**config.mk**
```make
export PLATFORM = sky130hd
export DESIGN_NAME = fp_packer
export DESIGN_NICKNAME = d
export VERILOG_FILES = /design/src/rtl/fpu_pkg.sv /design/src/rtl/fp_rounder.sv /design/src/rtl/fp_packer.sv
export SDC_FILE = /design/constraint.sdc
export NUM_CORES = 1
export LEC_CHECK = 0
export BUFFER_PORTS_ARGS = -buffer_cell sky130_fd_sc_hd__buf_2
export CAP_MARGIN = 20
export CORE_MARGIN = 5
export CORE_UTILIZATION = 30
export DETAILED_ROUTE_END_ITERATION = 12
export PLACE_DENSITY = 0.59
export SETUP_SLACK_MARGIN = 0.02
export SLEW_MARGIN = 20
export SYNTH_ARGS = -nofsm -noshare
export SYNTH_HDL_FRONTEND = slang
export SYNTH_SLANG_ARGS = --single-unit
```
**constraint.sdc**
```tcl
create_clock -name clk_i -period 3.02 [get_ports clk_i]
set_input_delay 0.604 -clock clk_i [delete_from_list [all_inputs] [get_ports clk_i]]
set_output_delay 0.604 -clock clk_i [all_outputs]
set_load 0.01 [all_outputs]
```
**src/rtl/fpu_pkg.sv**
```systemverilog
// Shared widths, constants and state encoding for the FP result packer.
// Build option FPU_SUBNORMAL_EN: when defined, underflowing results are
// denormalized and packed as subnormals instead of being flushed to zero.
package fpu_pkg;

    localparam int unsigned EXP_W    = 8;
    localparam int unsigned FRAC_W   = 23;
    localparam int unsigned MANT_X_W = 28;
    localparam int unsigned XEXP_W   = 10;
    localparam int unsigned GRS_W    = 3;
    localparam int unsigned WORD_W   = 32;
    localparam int unsigned BIAS     = 127;
    localparam int unsigned EXP_MAX  = 255;

    localparam logic [WORD_W-1:0] QNAN = 32'h7FC0_0000;

    localparam logic signed [XEXP_W-1:0] EXP_ONE = XEXP_W'(1);
    localparam logic signed [XEXP_W-1:0] EXP_OVF = XEXP_W'(EXP_MAX);

`ifdef FPU_SUBNORMAL_EN
    localparam bit SUBNORMAL_EN = 1'b1;
`else
    localparam bit SUBNORMAL_EN = 1'b0;
`endif

    typedef enum logic [2:0] {
        ST_IDLE,
        ST_LOAD,
        ST_NORM,
        ST_ROUND,
        ST_DONE
    } packer_state_t;

    // Right shift needed: carry set, or (subnormal build) exponent below 1.
    function automatic logic needs_rshift(input logic [MANT_X_W-1:0]     m,
                                          input logic signed [XEXP_W-1:0] e);
        return m[MANT_X_W-1] || (SUBNORMAL_EN && (e < EXP_ONE));
    endfunction

    // Left shift needed: hidden bit clear and exponent still above 1.
    function automatic logic needs_lshift(input logic [MANT_X_W-1:0]     m,
                                          input logic signed [XEXP_W-1:0] e);
        return !m[MANT_X_W-2] && (e > EXP_ONE);
    endfunction

endpackage

```
**src/rtl/fp_rounder.sv**
```systemverilog
// Combinational round-to-nearest-even on the hidden+fraction field.
// A carry out means the value rounded up to 2.0; the returned fraction is
// already re-normalized (all zeros) in that case.
module fp_rounder
    import fpu_pkg::*;
(
    input  logic [MANT_X_W-2:0] mant_i,
    output logic [FRAC_W-1:0]   frac_o,
    output logic                hidden_o,
    output logic                carry_o
);

    logic              round_up;
    logic [FRAC_W+1:0] sum;

    // Increment when guard is set and round, sticky or LSB breaks the tie upward.
    always_comb begin
        round_up = mant_i[2] & (mant_i[1] | mant_i[0] | mant_i[3]);
        sum      = {1'b0, mant_i[MANT_X_W-2:GRS_W]} + (FRAC_W+2)'(round_up);
        carry_o  = sum[FRAC_W+1];
        hidden_o = sum[FRAC_W+1] | sum[FRAC_W];
        frac_o   = sum[FRAC_W-1:0];
    end

endmodule

```
**src/rtl/fp_packer.sv**
```systemverilog
// Normalizes, rounds (nearest-even) and packs an extended FP result into an
// IEEE-754 single-precision word, one normalization shift per cycle.
// Build option FPU_SUBNORMAL_EN selects subnormal packing over flush-to-zero.
module fp_packer
    import fpu_pkg::*;
(
    input  logic                clk_i,
    input  logic                rst_i,
    input  logic                data_valid_i,
    input  logic                sign_i,
    input  logic [XEXP_W-1:0]   exp_i,
    input  logic [MANT_X_W-1:0] mant_i,
    input  logic                infinity_i,
    input  logic                nan_i,
    output logic                data_ready_o,
    output logic                busy_o,
    output logic [WORD_W-1:0]   z_o,
    output logic                z_infinity_o,
    output logic                z_nan_o
);

    packer_state_t state_q, state_d;

    logic                     sign_q, sign_d;
    logic                     nan_q, nan_d;
    logic                     inf_q, inf_d;
    logic signed [XEXP_W-1:0] exp_q, exp_d;
    logic signed [XEXP_W-1:0] exp_r;
    logic [MANT_X_W-1:0]      mant_q, mant_d;
    logic [WORD_W-1:0]        z_q, z_d;
    logic                     zinf_q, zinf_d;
    logic                     znan_q, znan_d;
    logic                     ready_q, ready_d;
    logic                     busy_q, busy_d;

    logic [FRAC_W-1:0]        rnd_frac;
    logic                     rnd_hidden;
    logic                     rnd_carry;

    fp_rounder u_rounder (
        .mant_i   (mant_q[MANT_X_W-2:0]),
        .frac_o   (rnd_frac),
        .hidden_o (rnd_hidden),
        .carry_o  (rnd_carry)
    );

    // State and datapath registers; synchronous active-low reset.
    always_ff @(posedge clk_i) begin
        if (!rst_i) begin
            state_q <= ST_IDLE;
            sign_q  <= 1'b0;
            nan_q   <= 1'b0;
            inf_q   <= 1'b0;
            exp_q   <= '0;
            mant_q  <= '0;
            z_q     <= '0;
            zinf_q  <= 1'b0;
            znan_q  <= 1'b0;
            ready_q <= 1'b0;
            busy_q  <= 1'b0;
        end else begin
            state_q <= state_d;
            sign_q  <= sign_d;
            nan_q   <= nan_d;
            inf_q   <= inf_d;
            exp_q   <= exp_d;
            mant_q  <= mant_d;
            z_q     <= z_d;
            zinf_q  <= zinf_d;
            znan_q  <= znan_d;
            ready_q <= ready_d;
            busy_q  <= busy_d;
        end
    end

    // Next-state, datapath step and registered output decisions.
    always_comb begin
        state_d = state_q;
        sign_d  = sign_q;
        nan_d   = nan_q;
        inf_d   = inf_q;
        exp_d   = exp_q;
        mant_d  = mant_q;
        z_d     = z_q;
        zinf_d  = zinf_q;
        znan_d  = znan_q;
        ready_d = 1'b0;
        exp_r   = rnd_carry ? exp_q + EXP_ONE : exp_q;

        case (state_q)
            ST_IDLE: begin
                if (data_valid_i) begin
                    sign_d  = sign_i;
                    nan_d   = nan_i;
                    inf_d   = infinity_i;
                    exp_d   = $signed(exp_i);
                    mant_d  = mant_i;
                    zinf_d  = 1'b0;
                    znan_d  = 1'b0;
                    state_d = ST_LOAD;
                end
            end
            ST_LOAD: begin
                if (nan_q) begin
                    z_d     = QNAN;
                    znan_d  = 1'b1;
                    state_d = ST_DONE;
                end else if (inf_q) begin
                    z_d     = {sign_q, {EXP_W{1'b1}}, {FRAC_W{1'b0}}};
                    zinf_d  = 1'b1;
                    state_d = ST_DONE;
                end else if (mant_q == '0) begin
                    z_d     = {sign_q, {(WORD_W-1){1'b0}}};
                    state_d = ST_DONE;
                end else if (needs_rshift(mant_q, exp_q) || needs_lshift(mant_q, exp_q)) begin
                    state_d = ST_NORM;
                end else begin
                    state_d = ST_ROUND;
                end
            end
            ST_NORM: begin
                // Only entered when a shift is due; leave as soon as none remains.
                if (needs_rshift(mant_q, exp_q)) begin
                    mant_d = {1'b0, mant_q[MANT_X_W-1:2], mant_q[1] | mant_q[0]};
                    exp_d  = exp_q + EXP_ONE;
                end else begin
                    mant_d = {mant_q[MANT_X_W-2:0], 1'b0};
                    exp_d  = exp_q - EXP_ONE;
                end
                if (!needs_rshift(mant_d, exp_d) && !needs_lshift(mant_d, exp_d)) begin
                    state_d = ST_ROUND;
                end
            end
            ST_ROUND: begin
                if (exp_r >= EXP_OVF) begin
                    z_d    = {sign_q, {EXP_W{1'b1}}, {FRAC_W{1'b0}}};
                    zinf_d = 1'b1;
                end else if ((exp_r < EXP_ONE) || !mant_q[MANT_X_W-2]) begin
                    // A subnormal that rounds up into the hidden bit becomes the
                    // smallest normal, so the hidden bit lands in the exponent LSB.
                    if (SUBNORMAL_EN) begin
                        z_d = {sign_q, {(EXP_W-1){1'b0}}, rnd_hidden, rnd_frac};
                    end else begin
                        z_d = {sign_q, {(WORD_W-1){1'b0}}};
                    end
                end else begin
                    z_d = {sign_q, exp_r[EXP_W-1:0], rnd_frac};
                end
                state_d = ST_DONE;
            end
            ST_DONE: begin
                ready_d = 1'b1;
                state_d = ST_IDLE;
            end
            default: begin
                state_d = ST_IDLE;
            end
        endcase

        busy_d = (state_d != ST_IDLE);
    end

    assign data_ready_o = ready_q;
    assign busy_o       = busy_q;
    assign z_o          = z_q;
    assign z_infinity_o = zinf_q;
    assign z_nan_o      = znan_q;

endmodule

```
==> results.yml, run 1 <==
floorplanning:
  boundaryPins: 80
  initial_core_util_pct: 30.54
  rows: 46
  chipWidth_um: 137.2
  die_height_um: 137.2
  die_area_sq_um: 18810
  fp.coreArea_sq_um: 15890
worst_setup_path:
  regToRegEndpoint: "z_o[22]"
  critical_path_class: "reg -> reg"
  cp-start-kind: "flop"
  crit_chain: "and2_1, ha_2, nand4_1, or3_4, nor3_2, buf_4, nand4b_1, a2bb2oi_1, nor4_1, o311a_1"
  slowest_delay_ns: 0.49
  critPathMaxFanout: 6
  cp.required_ns: 3.26
  r2r_cells: 10
  r2r_slack_ns: 0.14
  critPathCaptureType: "flop"
  cp_slowest_cell: "a2bb2oi_1"
  worst_ep_arrival_time_ns: 3.12
  r2r_start: "mant_q[3]"
route:
  vias: 4841
  ant_nets: 0
  vias_per_cell: 5.251
  drc: 0
  wl_per_cell_um: 16.78
  drt-initial-drc-count: 467
  drt-pass1-iter-count: 5
  wl_um: 15480
place:
  gp_congestion: 0.8854
  portBuffers: 79
  hpwl_um: 10880
finish:
  diodes: 0
  mostFrequentLayoutCells: "nand2_1, dfxtp_1, buf_2"
  layout.nets: 749
  final_core_util_pct: 37.25
  final_common_cell: "nand2_1"
  syn_to_final_growth_pct: 21.98
  drive_above_1_share_pct: 24.50
sta:
  slew-limit-headroom_pct: 52.65
  rsz0062_at_grt: "true"
  final-hold-violation-count: 0
  skew_ns: 0.01035
  fin_setup_tns_ns: 0
  setup_violations: 0
  tightest_slew_ns: 0.7072
  fin_crit_sh_pct: 95.30
  max_freq_ghz: 0.3475
  fin_crit_ns: 2.878
  final_max_slew_viol_count: 0
  whs_ns: 0.4472
synth:
  syn_nets: 685
  synth_ff_type: "dfxtp_1"
  ys_seq_area_share_pct: 33.02
  synth_cell_type_count: 57
  yosysWarningCount: 0
  syn-cell-area_sq_um: 4851
  async_flop_share_pct: 0
  ys_seq_elements: 80
  avgSynthCellArea_sq_um: 7.615
  synth-edff-count: 0
  postSynthCellCount: 637
clock_network:
  cts-root-buf: "clkbuf_16"
  cts_htree_levels: 3
  cts_buffers: 9
  cts.sinks: 80
  cts_hold_buffers: 0
  clk_pin_slew_worst_paths_ns: 0.06
  clk_latency_ns: 0.36
  cts_buffer_depth: 2
  cts_tree: "yes"
run:
  cap_violations: 0
hold_path:
  min_path_type: "reg -> reg"
  worstHoldEndpoint: "z_o[3]"
  hold_depth: 2
  min-delay-start: "z_o[3]"
grt:
  antenna_found_initial: 0
  first_global_vias: 4442
  grtUsageTotal_pct: 16.31
  gr-total-overflow: 0
  grt_max_degree: 49
  grt_pass1_wl_um: 23980
pwr:
  cellLeakagePower_nw: 2.297
  power_density_nw_per_um2: 709.0
  total_power_mw: 4.195
  ir_drop_mv: 0.3976
outcome:
  status: "finished, final reports clean"
==> flip-flops by register name, indices dropped and copies added (netlist names) <==
name          count
z_o              32
mant_q           28
exp_q            10
state_q           3
busy_o            1
data_ready_o      1
inf_q             1
nan_q             1
sign_q            1
z_infinity_o      1
z_nan_o           1
==> cell families (layout without fill, tap and decap cells) <==
family | Yosys count | after routing | share of synthesized area, %
adder cells (fa/ha/maj) | 4 | 4 | 1.032
multiplexers | 9 | 9 | 1.857
flip-flops | 80 | 80 | 33.02
buffers and inverters | 77 | 144 | 6.654
AO/OA/AOI/OAI | 138 | 138 | 20.94
XOR/XNOR | 39 | 39 | 7.042
AND/OR/NAND/NOR | 290 | 292 | 29.46
==> report_power, final <==
group | switching [mW] | total (mW) | internal, mW
logic | 0.924 | 1.55 | 0.631
clock network | 0.509 | 1.17 | 0.658
registers | 0.250 | 1.47 | 1.22
==> through the flow <==
step | std cells | setup WS, ns | instance area (sq um)
floorplan | 637 | 0.03569 | 4851
CTS | 919 | 0.04096 | 5859
detailed placement | 903 | 0.008613 | 5544
global route | 922 | 0.001465 | 5917
global placement | 903 | 0.08415 | 5544
finish | 922 | 0.1419 | 5917
==> routing by layer <==
metal	up-vias	global-route usage, %	wire length, um
li1	2402	-	-
met1	2263	23.58	7451
met4	0	5.377	214
met5	-	0	0
met2	165	24.22	6839
met3	11	3.162	969
==> Yosys cell counts, drive strengths merged (15+ instances only) <==
library cell	number	area (sq um)
xor2	19	166.4
nor2	35	131.4
nor4	16	100.1
o211ai	18	135.1
o21ai	32	239.0
nor2b	21	131.4
nand3	22	110.1
a21oi	23	115.1
xnor2	20	175.2
nand2	127	476.7
a311oi	17	148.9
dfxtp	80	1602
a211oi	18	135.1
buf	15	88.83
clkbuf	48	181.4
==> timing repair <==
item                                    CTS  global route
gates resized for setup                   3             7
gates cloned                              0             2
endpoints found under the setup margin    3            22
setup buffers                             0             1
pin swaps                                 1             5
==> worst max-delay path: cells and delay by family, from the launching register on <==
family                     cells  cell delay [ns]
adders and majority gates      1             0.20
AOI/OAI and AO/OA              2             0.81
buffers and inverters          1             0.19
and+or+nand+nor                6             1.26
DFF                            1             0.32
==> layout make-up <==
| cell class | instances | area [sq um] |
|---|---|---|
| Clock buffer | 9 | 225.2 |
| Clock inverter | 7 | 85.08 |
| Fill cell | 1697 | 9968 |
| Inverter | 14 | 52.55 |
| Multi-Input combinational cell | 482 | 2998 |
| Sequential cell | 80 | 1603 |
| Tap cell | 216 | 270.3 |
| Timing Repair Buffer | 114 | 683.2 |
==> worst max path at each step <==
| stage | start | endpoint | slack [ns] | cells past startpoint |
|---|---|---|---|---|
| finish | mant_q[3] | z_o[22] | 0.14 | 10 |
| global route | mant_q[3] | z_o[12] | 0.001 | 10 |
| CTS | mant_q[3] | z_o[2] | 0.04 | 10 |
| detailed placement | mant_q[3] | z_o[2] | 0.009 | 10 |
| global placement | mant_q[3] | z_o[0] | 0.08 | 10 |
| floorplan | mant_q[3] | z_o[10] | 0.04 | 11 |
Power figures use the tool's default switching activity.
==> inputs of run 2 (changes only) <==
ABC_AREA = 1   (was unset)
CELL_PAD_IN_SITES_DETAIL_PLACEMENT = 0   (was unset)
CELL_PAD_IN_SITES_GLOBAL_PLACEMENT = 2   (was unset)
CORE_UTILIZATION = 28   (was 30)
PLACE_DENSITY = 0.86   (was 0.59)
==> results.yml, run 2 <==
finish:
  final_common_cell: "nand2_1"
  largest_reg_flops: 32
  drive_above_1_share_pct: 16.33
  diodes: 0
  layout.nets: 937
  instances_no_fill: 1123
  syn_to_final_growth_pct: 18.80
  fill_cells: 2073
  mostFrequentLayoutCells: "nand2_1, nor2_1, dfxtp_1"
worst_setup_path:
  path_common_cell: "nand2_1"
  critical_path_class: "reg -> reg"
  worst_ep_arrival_time_ns: 3.01
  r2r_slack_ns: 0.26
  r2r_cells: 16
  regToRegEndpoint: "z_o[25]"
  crit_chain: "nand2_1, inv_1, ha_1, nand2_1, nor2_4, nand2_2, nor3_2, nand2_1, nand2_2, nand3_2, nor2_2, nand2_4, nand2_4, nor2_1, o21ai_1, nand2_1"
  crit_buf_inv: 1
  cp.required_ns: 3.26
  critPathCaptureType: "flop"
  r2r_start: "mant_q[2]"
  path_delay_family: "simple AND/OR/NAND/NOR gates"
  slowest_delay_ns: 0.40
  critPathMaxFanout: 16
  cp-start-kind: "flop"
  cp_slowest_cell: "dfxtp_1"
pwr:
  power_density_nw_per_um2: 659.6
  ir_drop_mv: 0.2698
  cellLeakagePower_nw: 2.626
synth:
  muxShareOfSynthArea_pct: 0
  async_flop_share_pct: 0
  synth_area_leaders: "dfxtp_1, nand2_1, nor2_1"
  syn_nets: 877
  synth_top_cell_area_share_pct: 30.74
  synth_ff_type: "dfxtp_1"
  avgSynthCellArea_sq_um: 6.285
  yosysTopAreaCell: "dfxtp_1"
  synth_fa_ha_area_share_pct: 0.9606
  yosysMostFrequentCell: "nand2_1"
  ys_seq_area_share_pct: 30.74
  ys_seq_elements: 80
  yosys.area_share.simple_pct: 38.14
  synth-compound-area-share_pct: 16.26
  yosysWarningCount: 0
  synth-edff-count: 0
  synth_cell_type_count: 39
  synth_top_family_by_area: "simple AND/OR/NAND/NOR gates"
  synth_commonest_cells: "nand2_1, nor2_1, dfxtp_1"
  synth-xor-area-share_pct: 3.866
  postSynthCellCount: 829
  syn-cell-area_sq_um: 5210
clock_network:
  cts_buffers: 9
  clk_latency_ns: 0.35
  cts_buffer_depth: 2
  cts.sinks: 80
  clk_pin_slew_worst_paths_ns: 0.06
  cts-root-buf: "clkbuf_16"
  post_cts_buffers: 0
  cts_tree: "yes"
  cts_htree_levels: 3
route:
  drt-initial-drc-count: 368
  drt-pass1-iter-count: 5
  vias_per_cell: 4.890
  drc: 0
  vias: 5492
  wl_um: 17890
  wl_per_cell_um: 15.93
  ant_nets: 0
hold_path:
  min-delay-start: "z_o[16]"
  min_path_type: "reg -> reg"
  worstHoldEndpoint: "z_o[16]"
  hold_depth: 2
grt:
  top_usage_layer: "met2"
  grtUsageMet3_pct: 3.068
  first_global_vias: 5258
  antenna_found_initial: 0
  gr-total-overflow: 0
  grtUsageMet2_pct: 24.82
  met1_usage_pct: 24.73
  grt_max_degree: 58
  grt_pass1_wl_um: 29020
  grtUsageTotal_pct: 16.75
place:
  hpwl_um: 13300
  dp.cells: 1107
  gp_congestion: 0.8905
  portBuffers: 79
floorplanning:
  chipWidth_um: 146.4
  die_area_sq_um: 21430
  die_height_um: 146.4
  boundaryPins: 80
  rows: 49
  initial_core_util_pct: 28.71
  fp.coreArea_sq_um: 18150
sta:
  skew_ns: 0.005031
  slew-limit-headroom_pct: 54.66
  fin_setup_tns_ns: 0
  max_freq_ghz: 0.3617
  tightest_slew_ns: 0.6749
  setup_violations: 0
  rsz0062_at_grt: "true"
  final-hold-violation-count: 0
  final_max_slew_viol_count: 0
  fin_crit_sh_pct: 91.54
  fin_crit_ns: 2.764
run:
  cap_violations: 0
outcome:
  status: "finished, final reports clean"
-- run 2: cell count changes after synthesis, sizes merged, moves of 18 or more --
cell | before | now
nor2 | 35 | 132
nand3 | 22 | 48
inv | 14 | 80
a221oi | 2 | 22
o21ai | 32 | 78
nor2b | 21 | 0
nand2 | 127 | 218
a211oi | 18 | 0
-- run 2: tightest hold or removal path: stages (launching register included) --
cell and delay (ns):
dfxtp_1 0.31, nand2_1 0.06, a21oi_1 0.05
-- run 2: layer usage --
metal / part of all wire, % / wire [um]
met5: 0 / 0
met2: 41 / 7321
met4: 1.6 / 278
met3: 5.3 / 940
met1: 52 / 9351
-- run 2: cells by family (layout without fill, tap and decap cells) --
group	after synthesis	after routing
adder cells (fa/ha/maj)	4	4
buffers and inverters	128	193
flip-flops	80	80
XOR/XNOR	23	23
AO/OA/AOI/OAI	145	145
AND/OR/NAND/NOR	449	449
-- run 2: repair_timing --
action                                  CTS  global route
resized for setup                         0             1
hold buffers                              0             0
endpoints found under the setup margin    0            17
-- run 2: through the flow --
step	utilization, %	setup WS [ns]	hold WS (ns)	total power [mW]	area [sq um]
2_1_floorplan	-	0.7072	0.4437	2.260	5210
3_3_place_gp	31.98	0.3228	0.4554	2.704	5803
3_5_place_dp	31.98	0.2643	0.4566	2.696	5803
4_1_cts	34.06	0.2529	0.4669	4.105	6181
5_1_grt	34.11	0.01533	0.4807	4.333	6190
6_report	34.11	0.2555	0.4630	4.083	6190
-- run 2: report_power, final --
part	total (mW)	internal [mW]	leakage (nW)	switching, mW
logic	1.30	0.425	1.79	0.874
registers	1.39	1.20	0.655	0.189
clock network	1.40	0.920	0.181	0.478
-- run 2: area by class of cell --
type	instances	area [sq um]	area share, %
Tap cell	229	286.5	4.629
Timing Repair Buffer	96	523.0	8.450
Clock inverter	6	138.9	2.244
Multi-Input combinational cell	621	3097	50.03
Clock buffer	10	239.0	3.861
Inverter	81	304.0	4.912
Sequential cell	80	1602	25.87
-- run 2: how the worst max path moves through the flow --
| stage | slack (ns) | cells after the start | startpoint | endpoint |
|---|---|---|---|---|
| finish | 0.26 | 16 | mant_q[2] | z_o[25] |
| global route | 0.02 | 16 | mant_q[2] | z_o[27] |
| CTS | 0.25 | 16 | mant_q[2] | z_o[28] |
| detailed placement | 0.26 | 16 | mant_q[2] | z_o[28] |
| global placement | 0.32 | 16 | mant_q[2] | z_o[25] |
| floorplan | 0.71 | 17 | mant_q[2] | z_o[30] |
==> inputs of run 3 (changes only) <==
PLACE_DENSITY = unset   (was 0.86)
PLACE_DENSITY_LB_ADDON = 0.1   (was unset)
==> results.yml, run 3 (synthesized netlist as in run 2, its figures left out) <==
clock_network:
  cts_tree: "yes"
  cts_htree_levels: 3
  cts_buffer_depth: 2
  cts_buffers: 9
  clk_latency_ns: 0.35
  clk_pin_slew_worst_paths_ns: 0.07
  cts_hold_buffers: 0
  cts-root-buf: "clkbuf_16"
  cts.sinks: 80
hold_path:
  min_path_type: "reg -> reg"
  hold_depth: 2
  min-delay-start: "sign_q"
  worstHoldEndpoint: "z_o[31]"
worst_setup_path:
  critPathMaxFanout: 15
  critical_path_class: "reg -> reg"
  cp-start-kind: "flop"
  r2r_slack_ns: 0.35
  path_common_cell: "nand2_1"
  critPathCaptureType: "flop"
  regToRegEndpoint: "z_o[25]"
  r2r_cells: 16
  slowest_delay_ns: 0.37
  crit_buf_inv: 1
  r2r_start: "mant_q[2]"
  cp.required_ns: 3.25
  cp_slowest_cell: "dfxtp_2"
  crit_chain: "nand2_1, inv_1, ha_1, nand2_1, nor2_4, nand2_4, nor3_4, nand2_1, nand2_2, nand3_2, nor2_2, nand2_4, nand2_4, nor2_1, o21ai_1, nand2_1"
  worst_ep_arrival_time_ns: 2.90
  path_delay_family: "simple AND/OR/NAND/NOR gates"
place:
  hpwl_um: 14260
  gp_congestion: 0.8748
  portBuffers: 79
route:
  wl_um: 19320
  vias: 5570
  drt-initial-drc-count: 359
  wl_per_cell_um: 17.09
  drt-pass1-iter-count: 5
  ant_nets: 0
  drc: 0
  vias_per_cell: 4.929
grt:
  antenna_found_initial: 0
  gr-total-overflow: 0
  grt_max_degree: 58
  first_global_vias: 5424
  grtUsageTotal_pct: 17.89
  grt_pass1_wl_um: 30850
pwr:
  cellLeakagePower_nw: 2.663
  ir_drop_mv: 0.2841
  power_density_nw_per_um2: 619.6
finish:
  syn_to_final_growth_pct: 18.85
  mostFrequentLayoutCells: "nand2_1, nor2_1, buf_2"
  layout.nets: 944
  final_common_cell: "nand2_1"
  largest_reg_flops: 32
  diodes: 0
  drive_above_1_share_pct: 17.20
sta:
  tightest_slew_ns: 0.7893
  final_max_slew_viol_count: 0
  fin_crit_sh_pct: 88.35
  max_freq_ghz: 0.3748
  whs_ns: 0.4578
  skew_ns: 0.01021
  fin_setup_tns_ns: 0
  fin_crit_ns: 2.668
  final-hold-violation-count: 0
  slew-limit-headroom_pct: 46.97
  setup_violations: 0
  rsz0062_at_grt: "false"
floorplanning:
  initial_core_util_pct: 28.71
  die_area_sq_um: 21430
  fp.coreArea_sq_um: 18150
  rows: 49
  chipWidth_um: 146.4
  boundaryPins: 80
  die_height_um: 146.4
run:
  cap_violations: 0
outcome:
  status: "finished, final reports clean"
-- run 3: how the worst max path moves through the flow --
stage | startpoint | to | slack (ns) | depth (start not counted)
final | mant_q[2] | z_o[25] | 0.35 | 16
after detailed placement | mant_q[2] | z_o[3] | 0.11 | 20
after global routing | mant_q[2] | z_o[0] | 0.04 | 20
after global placement | mant_q[2] | z_o[9] | 0.16 | 18
after floorplan | mant_q[2] | z_o[30] | 0.71 | 17
after CTS | mant_q[2] | z_o[3] | 0.09 | 20
-- run 3: layout make-up --
cell class,count,area [sq um]
clock buffer,10,239.0
tap,229,286.5
multi-input combinational,622,3138
fill,2043,11960
sequential,80,1604
clock inverter,6,50.05
inverter,81,306.5
timing repair buffer,102,568.0
-- run 3: stage by stage --
step	cells	power (mW)	worst slack, ns	instance area, sq um	utilization, %
after floorplan	829	2.260	0.7072	5210	-
after global placement	1111	2.746	0.1646	5833	32.14
after detailed placement	1111	2.748	0.1054	5833	32.14
after CTS	1127	3.863	0.09307	6122	33.74
after global routing	1130	4.101	0.03630	6192	34.12
final	1130	3.837	0.3520	6192	34.12
-- run 3: where the power goes --
part	total [mW]	internal (mW)	switching [mW]
Sequential	1.37	1.20	0.167
Clock	1.10	0.590	0.510
Combinational	1.37	0.442	0.930
-- run 3: repair_timing --
action,4_1_cts,5_1_grt
buffers inserted,0,2
resized for setup,0,9
endpoints found under the setup margin,0,22
-- run 3: tightest hold or removal path: stages (launching register included) --
cell	delay (ns)
dfxtp_1	0.31
nand2_1	0.05
o21ai_0	0.06
-- run 3: per-layer routing --
layer  vias to the layer above  track usage, %  part of all wire, %
li1                       2863               -                    -
met1                      2572           26.86                   53
met2                       124           26.58                   42
met3                        11           2.913                  4.2
met4                         0           4.421                 0.91
met5                         -               0                    0
